`src/rtl/spi_slave_xfer.sv`:
```
// Full-duplex SPI slave with a one-word TX buffer.
// All SPI pins are oversampled in the clk domain.
module spi_slave_xfer #(
    parameter int unsigned DATA_W      = 8,
    parameter bit          CPOL        = 1'b0,
    parameter bit          CPHA        = 1'b0,
    parameter bit          MSB_FIRST   = 1'b1,
    parameter int unsigned SYNC_STAGES = 2
) (
    input  logic              clk,
    input  logic              rst,
    input  logic              spi_clk,
    input  logic              spi_ss,
    input  logic              mosi,
    output logic              miso,
    output logic              miso_oe,
    output logic [DATA_W-1:0] rx_data,
    output logic              rx_valid,
    output logic              rx_abort,
    input  logic [DATA_W-1:0] tx_data,
    input  logic              tx_valid,
    output logic              tx_ready,
    output logic              tx_underrun
);
    localparam int unsigned CNT_W = $clog2(DATA_W);
    localparam logic [CNT_W-1:0] CNT_LAST = CNT_W'(DATA_W - 1);

    typedef enum logic {ST_IDLE, ST_ACTIVE} state_e;

    logic [SYNC_STAGES-1:0] sclk_sync_q;
    logic [SYNC_STAGES-1:0] ss_sync_q;
    logic [SYNC_STAGES-1:0] mosi_sync_q;
    logic sclk_s, ss_s, mosi_s;
    logic sclk_prev_q, ss_prev_q;

    state_e            state_q, state_d;
    logic [CNT_W-1:0]  cnt_q, cnt_d;
    logic [DATA_W-1:0] rx_shift_q, rx_shift_d;
    logic [DATA_W-1:0] rx_data_q, rx_data_d;
    logic              rx_valid_q, rx_valid_d;
    logic              rx_abort_q, rx_abort_d;
    logic [DATA_W-1:0] tx_shift_q, tx_shift_d;
    logic [DATA_W-1:0] tx_buf_q, tx_buf_d;
    logic              tx_full_q, tx_full_d;
    logic              underrun_q, underrun_d;

    logic sclk_rise, sclk_fall, lead_edge, trail_edge;
    logic sample_edge, shift_edge, ss_fall, ss_rise;
    logic load, tx_wr;
    logic [DATA_W-1:0] rx_next, tx_next;

    // Synchronisers are not reset so a reset mid-frame keeps the
    // true pin level and cannot fabricate an SS fall.
    always_ff @(posedge clk) begin
        sclk_sync_q <= {sclk_sync_q[SYNC_STAGES-2:0], spi_clk};
        ss_sync_q   <= {ss_sync_q[SYNC_STAGES-2:0], spi_ss};
        mosi_sync_q <= {mosi_sync_q[SYNC_STAGES-2:0], mosi};
    end

    assign sclk_s = sclk_sync_q[SYNC_STAGES-1];
    assign ss_s   = ss_sync_q[SYNC_STAGES-1];
    assign mosi_s = mosi_sync_q[SYNC_STAGES-1];

    // ss_prev resets low: a new frame needs SS seen high first.
    always_ff @(posedge clk) begin
        if (rst) begin
            sclk_prev_q <= CPOL;
            ss_prev_q   <= 1'b0;
        end else begin
            sclk_prev_q <= sclk_s;
            ss_prev_q   <= ss_s;
        end
    end

    assign sclk_rise   = sclk_s & ~sclk_prev_q;
    assign sclk_fall   = ~sclk_s & sclk_prev_q;
    assign lead_edge   = CPOL ? sclk_fall : sclk_rise;
    assign trail_edge  = CPOL ? sclk_rise : sclk_fall;
    assign sample_edge = CPHA ? trail_edge : lead_edge;
    assign shift_edge  = CPHA ? lead_edge : trail_edge;
    assign ss_fall     = ~ss_s & ss_prev_q;
    assign ss_rise     = ss_s & ~ss_prev_q;

    assign rx_next = MSB_FIRST ? {rx_shift_q[DATA_W-2:0], mosi_s}
                               : {mosi_s, rx_shift_q[DATA_W-1:1]};
    assign tx_next = MSB_FIRST ? {tx_shift_q[DATA_W-2:0], 1'b0}
                               : {1'b0, tx_shift_q[DATA_W-1:1]};

    assign tx_ready = ~tx_full_q;
    assign tx_wr    = tx_valid & ~tx_full_q;

    always_comb begin
        state_d    = state_q;
        cnt_d      = cnt_q;
        rx_shift_d = rx_shift_q;
        rx_data_d  = rx_data_q;
        rx_valid_d = 1'b0;
        rx_abort_d = 1'b0;
        tx_shift_d = tx_shift_q;
        tx_buf_d   = tx_buf_q;
        tx_full_d  = tx_full_q;
        underrun_d = 1'b0;
        load       = 1'b0;
        unique case (state_q)
            ST_IDLE: begin
                if (ss_fall) begin
                    state_d = ST_ACTIVE;
                    cnt_d   = '0;
                    load    = ~CPHA;
                end
            end
            ST_ACTIVE: begin
                if (ss_rise) begin
                    state_d    = ST_IDLE;
                    cnt_d      = '0;
                    rx_shift_d = '0;
                    rx_abort_d = (cnt_q != '0);
                end else begin
                    if (sample_edge) begin
                        rx_shift_d = rx_next;
                        if (cnt_q == CNT_LAST) begin
                            rx_data_d  = rx_next;
                            rx_valid_d = 1'b1;
                            cnt_d      = '0;
                        end else begin
                            cnt_d = cnt_q + CNT_W'(1);
                        end
                    end
                    if (shift_edge) begin
                        if (cnt_q == '0) load = 1'b1;
                        else tx_shift_d = tx_next;
                    end
                end
            end
            default: state_d = ST_IDLE;
        endcase
        // A same-cycle write is invisible to the load.
        if (load) begin
            if (tx_full_q) begin
                tx_shift_d = tx_buf_q;
                tx_full_d  = 1'b0;
            end else begin
                tx_shift_d = '0;
                underrun_d = 1'b1;
            end
        end
        if (tx_wr) begin
            tx_buf_d  = tx_data;
            tx_full_d = 1'b1;
        end
    end

    always_ff @(posedge clk) begin
        if (rst) begin
            state_q    <= ST_IDLE;
            cnt_q      <= '0;
            rx_shift_q <= '0;
            rx_data_q  <= '0;
            rx_valid_q <= 1'b0;
            rx_abort_q <= 1'b0;
            tx_shift_q <= '0;
            tx_buf_q   <= '0;
            tx_full_q  <= 1'b0;
            underrun_q <= 1'b0;
        end else begin
            state_q    <= state_d;
            cnt_q      <= cnt_d;
            rx_shift_q <= rx_shift_d;
            rx_data_q  <= rx_data_d;
            rx_valid_q <= rx_valid_d;
            rx_abort_q <= rx_abort_d;
            tx_shift_q <= tx_shift_d;
            tx_buf_q   <= tx_buf_d;
            tx_full_q  <= tx_full_d;
            underrun_q <= underrun_d;
        end
    end

    assign miso_oe     = (state_q == ST_ACTIVE);
    assign miso        = miso_oe & (MSB_FIRST ? tx_shift_q[DATA_W-1]
                                              : tx_shift_q[0]);
    assign rx_data     = rx_data_q;
    assign rx_valid    = rx_valid_q;
    assign rx_abort    = rx_abort_q;
    assign tx_underrun = underrun_q;

endmodule

```
`config.mk`:
```
export PLATFORM = sky130hd
export DESIGN_NAME = spi_slave_xfer
export DESIGN_NICKNAME = d
export VERILOG_FILES = /design/src/rtl/spi_slave_xfer.sv
export SDC_FILE = /design/constraint.sdc
export NUM_CORES = 1
export LEC_CHECK = 0
export CAP_MARGIN = 20
export CORE_ASPECT_RATIO = 0.9
export CORE_MARGIN = 10
export CORE_UTILIZATION = 35
export CTS_BUF_LIST = sky130_fd_sc_hd__clkbuf_4 sky130_fd_sc_hd__clkbuf_8
export DETAILED_ROUTE_END_ITERATION = 10
export SYNTH_ARGS = -nofsm -noshare
export SYNTH_HDL_FRONTEND = slang
export SYNTH_SLANG_ARGS = --single-unit
```
`constraint.sdc`:
```
create_clock -name clk -period 2.8 [get_ports clk]
set_input_delay 0.7 -clock clk [delete_from_list [all_inputs] [get_ports clk]]
set_output_delay 0.7 -clock clk [all_outputs]
set_load 0.01 [all_outputs]
```
; Word level (Yosys, flattened, before mapping)
; Index checks and enable logic that the tools add are counted.
[word_totals]
word_cells = 73
input_bits = 14
mem_bits_rw = 0
latchBits = 0
regBits = 47
mem_bits_ro = 0
mem_count = 0
output_inout_bits = 14
[classes]
n_bitwise = 15
multipliers = 0
muxes = 24
div_mod_pow = 0
reduce_logical = 13
magnitude_cmp = 0
addsub = 1
n_shift = 0
eq_ne = 5
[ops]
columns = cell, count
row1 = 8-bit two-way mux, 6
row2 = 7-bit two-way mux, 2
row3 = 3-bit two-way mux, 4
row4 = 1-bit two-way mux, 9
row5 = 1-bit inverter, 9
row6 = 4-bit AND reduction, 2
row7 = 2-bit nonzero test, 4
row8 = 1-bit AND, 6
row9 = 3-bit case mux with 2 select lines, 1
row10 = "2-bit inequality test, second input constant", 2
row11 = 1-bit case mux with 2 select lines, 2
row12 = 2-bit AND reduction, 2
row13 = 4-bit OR reduction, 1
row14 = "3-bit by 1-bit adder with 3-bit output, second input constant", 1
row15 = "3-bit == test, second input constant", 1
row16 = 3-bit logical NOT, 1
row17 = "3-bit by 1-bit inequality test with 1-bit output, second input constant", 1
row18 = 3-bit nonzero test, 1
row19 = 3-bit OR reduction, 1
row20 = "2-bit by 1-bit inequality test with 1-bit output, second input constant", 1
row21 = 2-bit OR reduction, 1

; Logic depth before layout (Yosys ltp)
; Gate-level depths: netlist (run 1).
[depth]
depth_word = 7
ltp_mapped = 7

; Worst setup path before layout (run 1)
; OpenSTA, ideal clock, no wires.
[synth_timing]
path_type = register to register
from = reg state_q, in the netlist miso_oe
to = reg tx_shift_q[6]
setup_slack_ns = 1.291
period_less_slack_ns = 1.509
path_stages_with_launch = 7
n_path_buf = 2
arrival_time_ns = 1.393
path_cell_list = dfxtp_1 or3b_1 buf_2 o41a_1 buf_6 a21o_1 o211a_1
[synth_between]
elab_chain_len = 4
[synth_rtl]
columns = element, line
row1 = "start, declared", 36  ; state_e state_q, state_d;
row2 = "start signal, assigned", 166  ; state_q <= state_d;
row3 = 1-bit inverter (no line), --
row4 = 1-bit case mux with 2 select lines, 104  ; unique case (state_q)
row5 = "2-bit inequality test (no line), or another cell as far along", --
row6 = 4-bit AND reduction (no line), --
row7 = "end signal, assigned", 172  ; tx_shift_q <= tx_shift_d;
row8 = "end, declared", 42  ; logic [DATA_W-1:0] tx_shift_q, tx_shift_d;
; Parallel ways exist; a longest one is shown, timed or not.
; A chain may end at the register's enable or synchronous reset.

; Worst setup path after layout (run 1)
[layout_timing]
from = reg state_q, in the netlist miso_oe
to = out miso
[layout_between]
elab_chain_len = 1
[layout_rtl]
columns = element, line
row1 = 1-bit AND, 180  ; assign miso = miso_oe & (MSB_FIRST ? tx_shift_q[DATA_W-1]
row2 = "end, declared", 15  ; output logic miso,
; No other way between the ends.

==> results of run 1 <==
state kept, by name, summed over array words and instances (netlist names), 2 cells and up:
register and cells:
rx_data 8, tx_buf_q 8, tx_shift_q 8, rx_shift_q 7
cnt_q 3, mosi_sync_q 2, sclk_sync_q 2, ss_sync_q 2
path summary, 6_finish.rpt:
| kind | depth (start not counted) | startpoint | slack [ps] | to |
|---|---|---|---|---|
| setup / recovery | 2 | miso_oe$_SDFF_PP0_ | 630 | miso |
| hold / removal | 0 | ss_sync_q[0]$_DFF_P_ | 330 | ss_sync_q[1]$_DFF_P_ |
| setup reg to reg | 6 | cnt_q[0]$_SDFFE_PP0P_ | 990 | tx_shift_q[7]$_SDFFE_PP0P_ |
| hold reg to reg | 0 | ss_sync_q[0]$_DFF_P_ | 330 | ss_sync_q[1]$_DFF_P_ |
stage by stage:
step                cell area (µm²)  setup WS [ps]  total power, mW  hold slack, ps  utilization (%)
floorplan                      1768           1291           0.7682           309.6                -
global placement               2078          549.0           0.8033           310.7            42.72
detailed placement             2078          557.2           0.8036           313.8            42.72
CTS                            2182          613.6            1.252           333.7            44.86
global route                   2182          546.0            1.292           338.5            44.86
finish                         2182          627.0            1.240           331.7            44.86
layout by cell type, fill, tap and decap left out, drive strengths merged:
| master | count |
|---|---|
| nand2 | 26 |
| and3 | 1 |
| nor4b | 1 |
| nor2 | 9 |
| o41a | 1 |
| and2 | 1 |
| or3b | 1 |
| nand4 | 2 |
| nor2b | 6 |
| o32ai | 1 |
| a21o | 7 |
| buf | 2 |
| inv | 12 |
| a21oi | 28 |
| nor3 | 1 |
| nand2b | 4 |
| o211a | 7 |
| o21ai | 2 |
| ha | 3 |
| clkbuf | 8 |
| nor4 | 1 |
| nand3b | 1 |
| a22oi | 7 |
| dfxtp | 47 |
| nand3 | 11 |
| a2111o | 2 |
| clkdlybuf4s50 | 27 |
worst max-delay path: cells and delay by family, from the launching register on:
family                 cells  cell delay (ps)
buffers and inverters      1              530
flip-flops                 1              480
AND/OR/NAND/NOR            1              170
cells by family after synthesis:
family / Yosys count / share of synthesized area (%)
buffers and inverters: 24 / 5.732
DFF: 47 / 53.22
AOI/OAI and AO/OA: 55 / 21.02
and+or+nand+nor: 65 / 17.90
adders and majority gates: 3 / 2.123
routing by layer:
layer | global-route usage [%] | vias to the layer above
li1 | - | 711
met1 | 12.51 | 610
met2 | 11.97 | 21
met3 | 3.448 | 6
met4 | 4.891 | 0
met5 | 0 | -
power groups by stage:
| stage | clock network [mW] | registers (mW) | logic [mW] |
|---|---|---|---|
| 4_1_cts | 0.464 | 0.705 | 0.0838 |
| 6_report | 0.453 | 0.705 | 0.0822 |
| 3_5_place_dp | 0 | 0.721 | 0.0831 |
| 2_1_floorplan | 0 | 0.714 | 0.0541 |
| 5_1_grt | 0.492 | 0.708 | 0.0925 |
| 3_3_place_gp | 0 | 0.720 | 0.0832 |
layout make-up:
class | instances | area, µm²
fillers | 511 | 2683
flip-flops and latches | 47 | 940.9
multi-input cells | 123 | 725.7
repair buffers | 29 | 285.3
clock buffers | 8 | 103.9
well taps | 65 | 81.33
inverters | 12 | 45.04
==> results.json, run 1 <==
{
  "p_sw_share_pct": 22.12,
  "yosys.area.top_type": "dfxtp_1",
  "grt-ovfl-total": 0,
  "htree_num_levels": 2,
  "syn_inst": 194,
  "cts_tree": "done",
  "avgSynthCellArea_um2": 9.113,
  "dr.pass1.iters": 4,
  "clk_path_buf_depth": 2,
  "cts_num_sinks": 47,
  "final_cells": 284,
  "routed_wl_mm": 3.527,
  "synth-edff-count": 0,
  "cts-root-buf": "clkbuf_8",
  "pwr-share-comb_pct": 6.6,
  "fin_nets": 235,
  "critical_path.cell_chain": "and2_1, clkdlybuf4s50_1",
  "gp_congestion": 0.7454,
  "tns_ps": 0,
  "power_frac_clock_pct": 36.5,
  "die_height_um": 87.43,
  "highest_layer": "met4",
  "wl_per_cell_um": 12.42,
  "switchingPower_uw": 274.2,
  "p_int_uw": 965.4,
  "fin_worst_skew_ps": 8.030,
  "worst_pin_slew_ps": 739.8,
  "vdd_drop_max_mv": 0.2191,
  "wl_met3_um": 170,
  "run_status": "finished, final reports clean",
  "via_per_inst": 4.746,
  "hold_path_class": "flop to flop",
  "synthFlopType": "dfxtp_1",
  "dp.cells": 276,
  "ctsHoldBuffers": 0,
  "cts-resized-gates": 0,
  "critPathMaxFanout": 9,
  "drive_above_1_share_pct": 5.936,
  "dpl.hpwl_mm": 2.431,
  "grt_max_degree": 22,
  "yosys.area.top_type_share_pct": 53.22,
  "power_leakage_nw": 0.8360,
  "synthArstFlopShare_pct": 0,
  "min_period_over_period_pct": 77.61,
  "setup_viol": 0,
  "synth_nets": 211,
  "grt_usage_pct": 9.157,
  "power_frac_seq_pct": 56.9,
  "postRouteAntennaNets": 0,
  "syn_to_final_growth_pct": 23.43,
  "die-area_um2": 8298,
  "endpoint_kind": "primary output",
  "slew_headroom_pct": 50.52,
  "required_ps": 2100,
  "vias": 1348,
  "yosys-top-cells-area": "dfxtp_1 53%, a21oi_1 7.9%, nand2_1 5.5%",
  "post_cts_buffers": 0,
  "ys_types": 29,
  "cp_slowest_cell": "clkdlybuf4s50_1",
  "yosys_register_bits": 47,
  "clkLatencyLatePin_ps": 300,
  "numCtsBuffers": 5,
  "max_stage_delay_ps": 530,
  "critPathKind": "flop to primary output",
  "grt_pass1_wl_mm": 5.968,
  "fmaxAchievable_mhz": 460.2,
  "fin_crit_ps": 2173,
  "synth.most_common_cell": "dfxtp_1",
  "start_kind": "flop",
  "final-max-slew-violation-count": 0,
  "drtIter0Drc": 69,
  "drv_cap": 0,
  "power.density_nw_per_um2": 568.1,
  "antenna_found_initial": 0,
  "grt_pass1_vias": 1219,
  "route.met2.wl_mm": 1.391,
  "start_util_pct": 36.34,
  "clkSlewWorstSetupHoldPaths_ps": 80,
  "ys_seq_area_share_pct": 53.22,
  "antenna_cells": 0,
  "synth_area_um2": 1768,
  "die_w_um": 94.92,
  "coreArea_um2": 4865,
  "met1Wirelength_mm": 1.884,
  "portBuffers": 27,
  "synth_commonest_cells": "47 x dfxtp_1, 28 x a21oi_1, 26 x nand2_1, 11 x inv_1, 11 x nand3_1",
  "arrival_ps": 1470,
  "synth_warnings": 0,
  "ios": 28,
  "drc": 0,
  "hold_violations": 0,
  "rsz0062_at_grt": "false",
  "rows": 24
}
(Power assumes the default switching activity.)
==> run 2, diff against run 1 <==
- clock period: 2.8 -> 2.2 ns (I/O delays scaled with it)
==> results.json, run 2 (same netlist as run 1, synthesis figures left out) <==
{
  "antenna_cells": 0,
  "dpl.hpwl_mm": 2.528,
  "grt_pass1_wl_mm": 6.216,
  "ctsHoldBuffers": 0,
  "start_util_pct": 36.34,
  "grt_max_degree": 22,
  "fin_crit_ps": 2008,
  "critPathLaunch": "miso_oe$_SDFF_PP0_",
  "die_w_um": 94.92,
  "min_period_over_period_pct": 91.28,
  "syn_to_final_growth_pct": 25.55,
  "arrival_ps": 1460,
  "run_status": "finished, final reports clean",
  "postRouteAntennaNets": 0,
  "antenna_found_initial": 0,
  "post_cts_buffers": 0,
  "clk_path_buf_depth": 2,
  "fill_cells": 494,
  "vias": 1371,
  "routed_wl_mm": 3.620,
  "coreArea_um2": 4865,
  "power.density_nw_per_um2": 710.5,
  "placed_area_um2": 2116,
  "htree_num_levels": 2,
  "ios": 28,
  "rr_startpoint": "cnt_q[0]$_SDFFE_PP0P_",
  "slew_headroom_pct": 66.23,
  "drive_above_1_share_pct": 8.036,
  "final_cell_mix": "47 x dfxtp_1, 28 x a21oi_1, 27 x clkdlybuf4s50_1, 26 x nand2_1",
  "fin_worst_skew_ps": 5.788,
  "clkLatencyLatePin_ps": 290,
  "whs_endpoint": "sclk_sync_q[1]$_DFF_P_",
  "cts_tree": "done",
  "critPathMaxFanout": 9,
  "portBuffers": 27,
  "clkSlewWorstSetupHoldPaths_ps": 80,
  "fin_nets": 240,
  "grt_usage_pct": 9.284,
  "worst_pin_slew_ps": 506.6,
  "endpoint_kind": "primary output",
  "ff2ff_setup_slack_ps": 460,
  "via_per_inst": 4.744,
  "rsz0062_at_grt": "false",
  "grt_pass1_vias": 1304,
  "drv_cap": 0,
  "total_power_mw": 1.577,
  "min_delay_path_depth": 0,
  "required_ps": 1650,
  "power_leakage_nw": 0.8611,
  "final-max-slew-violation-count": 0,
  "fmaxAchievable_mhz": 498.0,
  "layout_commonest_cell": "dfxtp_1",
  "cts_num_sinks": 47,
  "start_kind": "flop",
  "setup_viol": 0,
  "rows": 24,
  "drtIter0Drc": 110,
  "vdd_drop_max_mv": 0.2802,
  "reg2reg_depth": 5,
  "die-area_um2": 8298,
  "min_from": "sclk_sync_q[0]$_DFF_P_",
  "cts-resized-gates": 0,
  "wl_per_cell_um": 12.53,
  "hold_violations": 0,
  "gp_congestion": 0.7914,
  "design_area_um2": 2220,
  "cts-root-buf": "clkbuf_8",
  "numCtsBuffers": 5,
  "dr.pass1.iters": 4,
  "grt-ovfl-total": 0,
  "die_height_um": 87.43,
  "hold_path_class": "flop to flop",
  "critPathKind": "flop to primary output",
  "drc": 0,
  "critical_path.reg2reg.endpoint": "rx_data[5]$_SDFFE_PP0P_",
  "tns_ps": 0
}
[run 2: cell count changes in the layout (fill, tap and decap cells not counted), sizes merged]
cell / change
buf: +5
[run 2: critical path, cell delays in order, from the launching register on]
cell,delay [ps]
dfxtp_1,470
and2_1,160
clkdlybuf4s50_1,530
[run 2: cell type report]
type / count / area [µm²] / area share (%)
clock buffers: 8 / 103.9 / 4.679
inverters: 12 / 45.04 / 2.029
multi-input cells: 123 / 725.7 / 32.69
flip-flops and latches: 47 / 940.9 / 42.39
well taps: 65 / 81.33 / 3.664
repair buffers: 34 / 322.8 / 14.54
[run 2: worst max-delay path by stage]
stage                            endpoint  slack [ps]  cells after the start
6_report                             miso         190                      2
5_1_grt                              miso          80                      2
4_1_cts                              miso         180                      2
3_5_place_dp   rx_shift_q[1]$_SDFFE_PP0P_         420                      3
3_3_place_gp      rx_data[0]$_SDFFE_PP0P_         400                      5
2_1_floorplan  tx_shift_q[6]$_SDFFE_PP0P_         690                      6
[run 2: layer usage]
metal	up-vias	share of wire [%]	GRT usage [%]
li1	722	-	-
met1	617	52	13.41
met2	28	40	12.03
met3	4	5.4	2.672
met4	0	1.6	4.484
met5	-	0	0
[run 2: per-stage QoR]
stage               setup slack (ps)  hold slack, ps  instances  utilization (%)
floorplan                      690.5           309.6        194                -
global placement               404.9           310.7        281            43.49
detailed placement             415.8           312.1        281            43.49
CTS                            175.8           331.8        289            45.63
global route                   79.89           338.4        289            45.63
finish                         191.9           330.9        289            45.63
[run 2: power by group]
group / leakage [nW] / internal, mW / switching (mW)
clock network: 0.0549 / 0.299 / 0.267
registers: 0.384 / 0.877 / 0.0153
logic: 0.422 / 0.0583 / 0.0603
total: 0.861 / 1.23 / 0.343
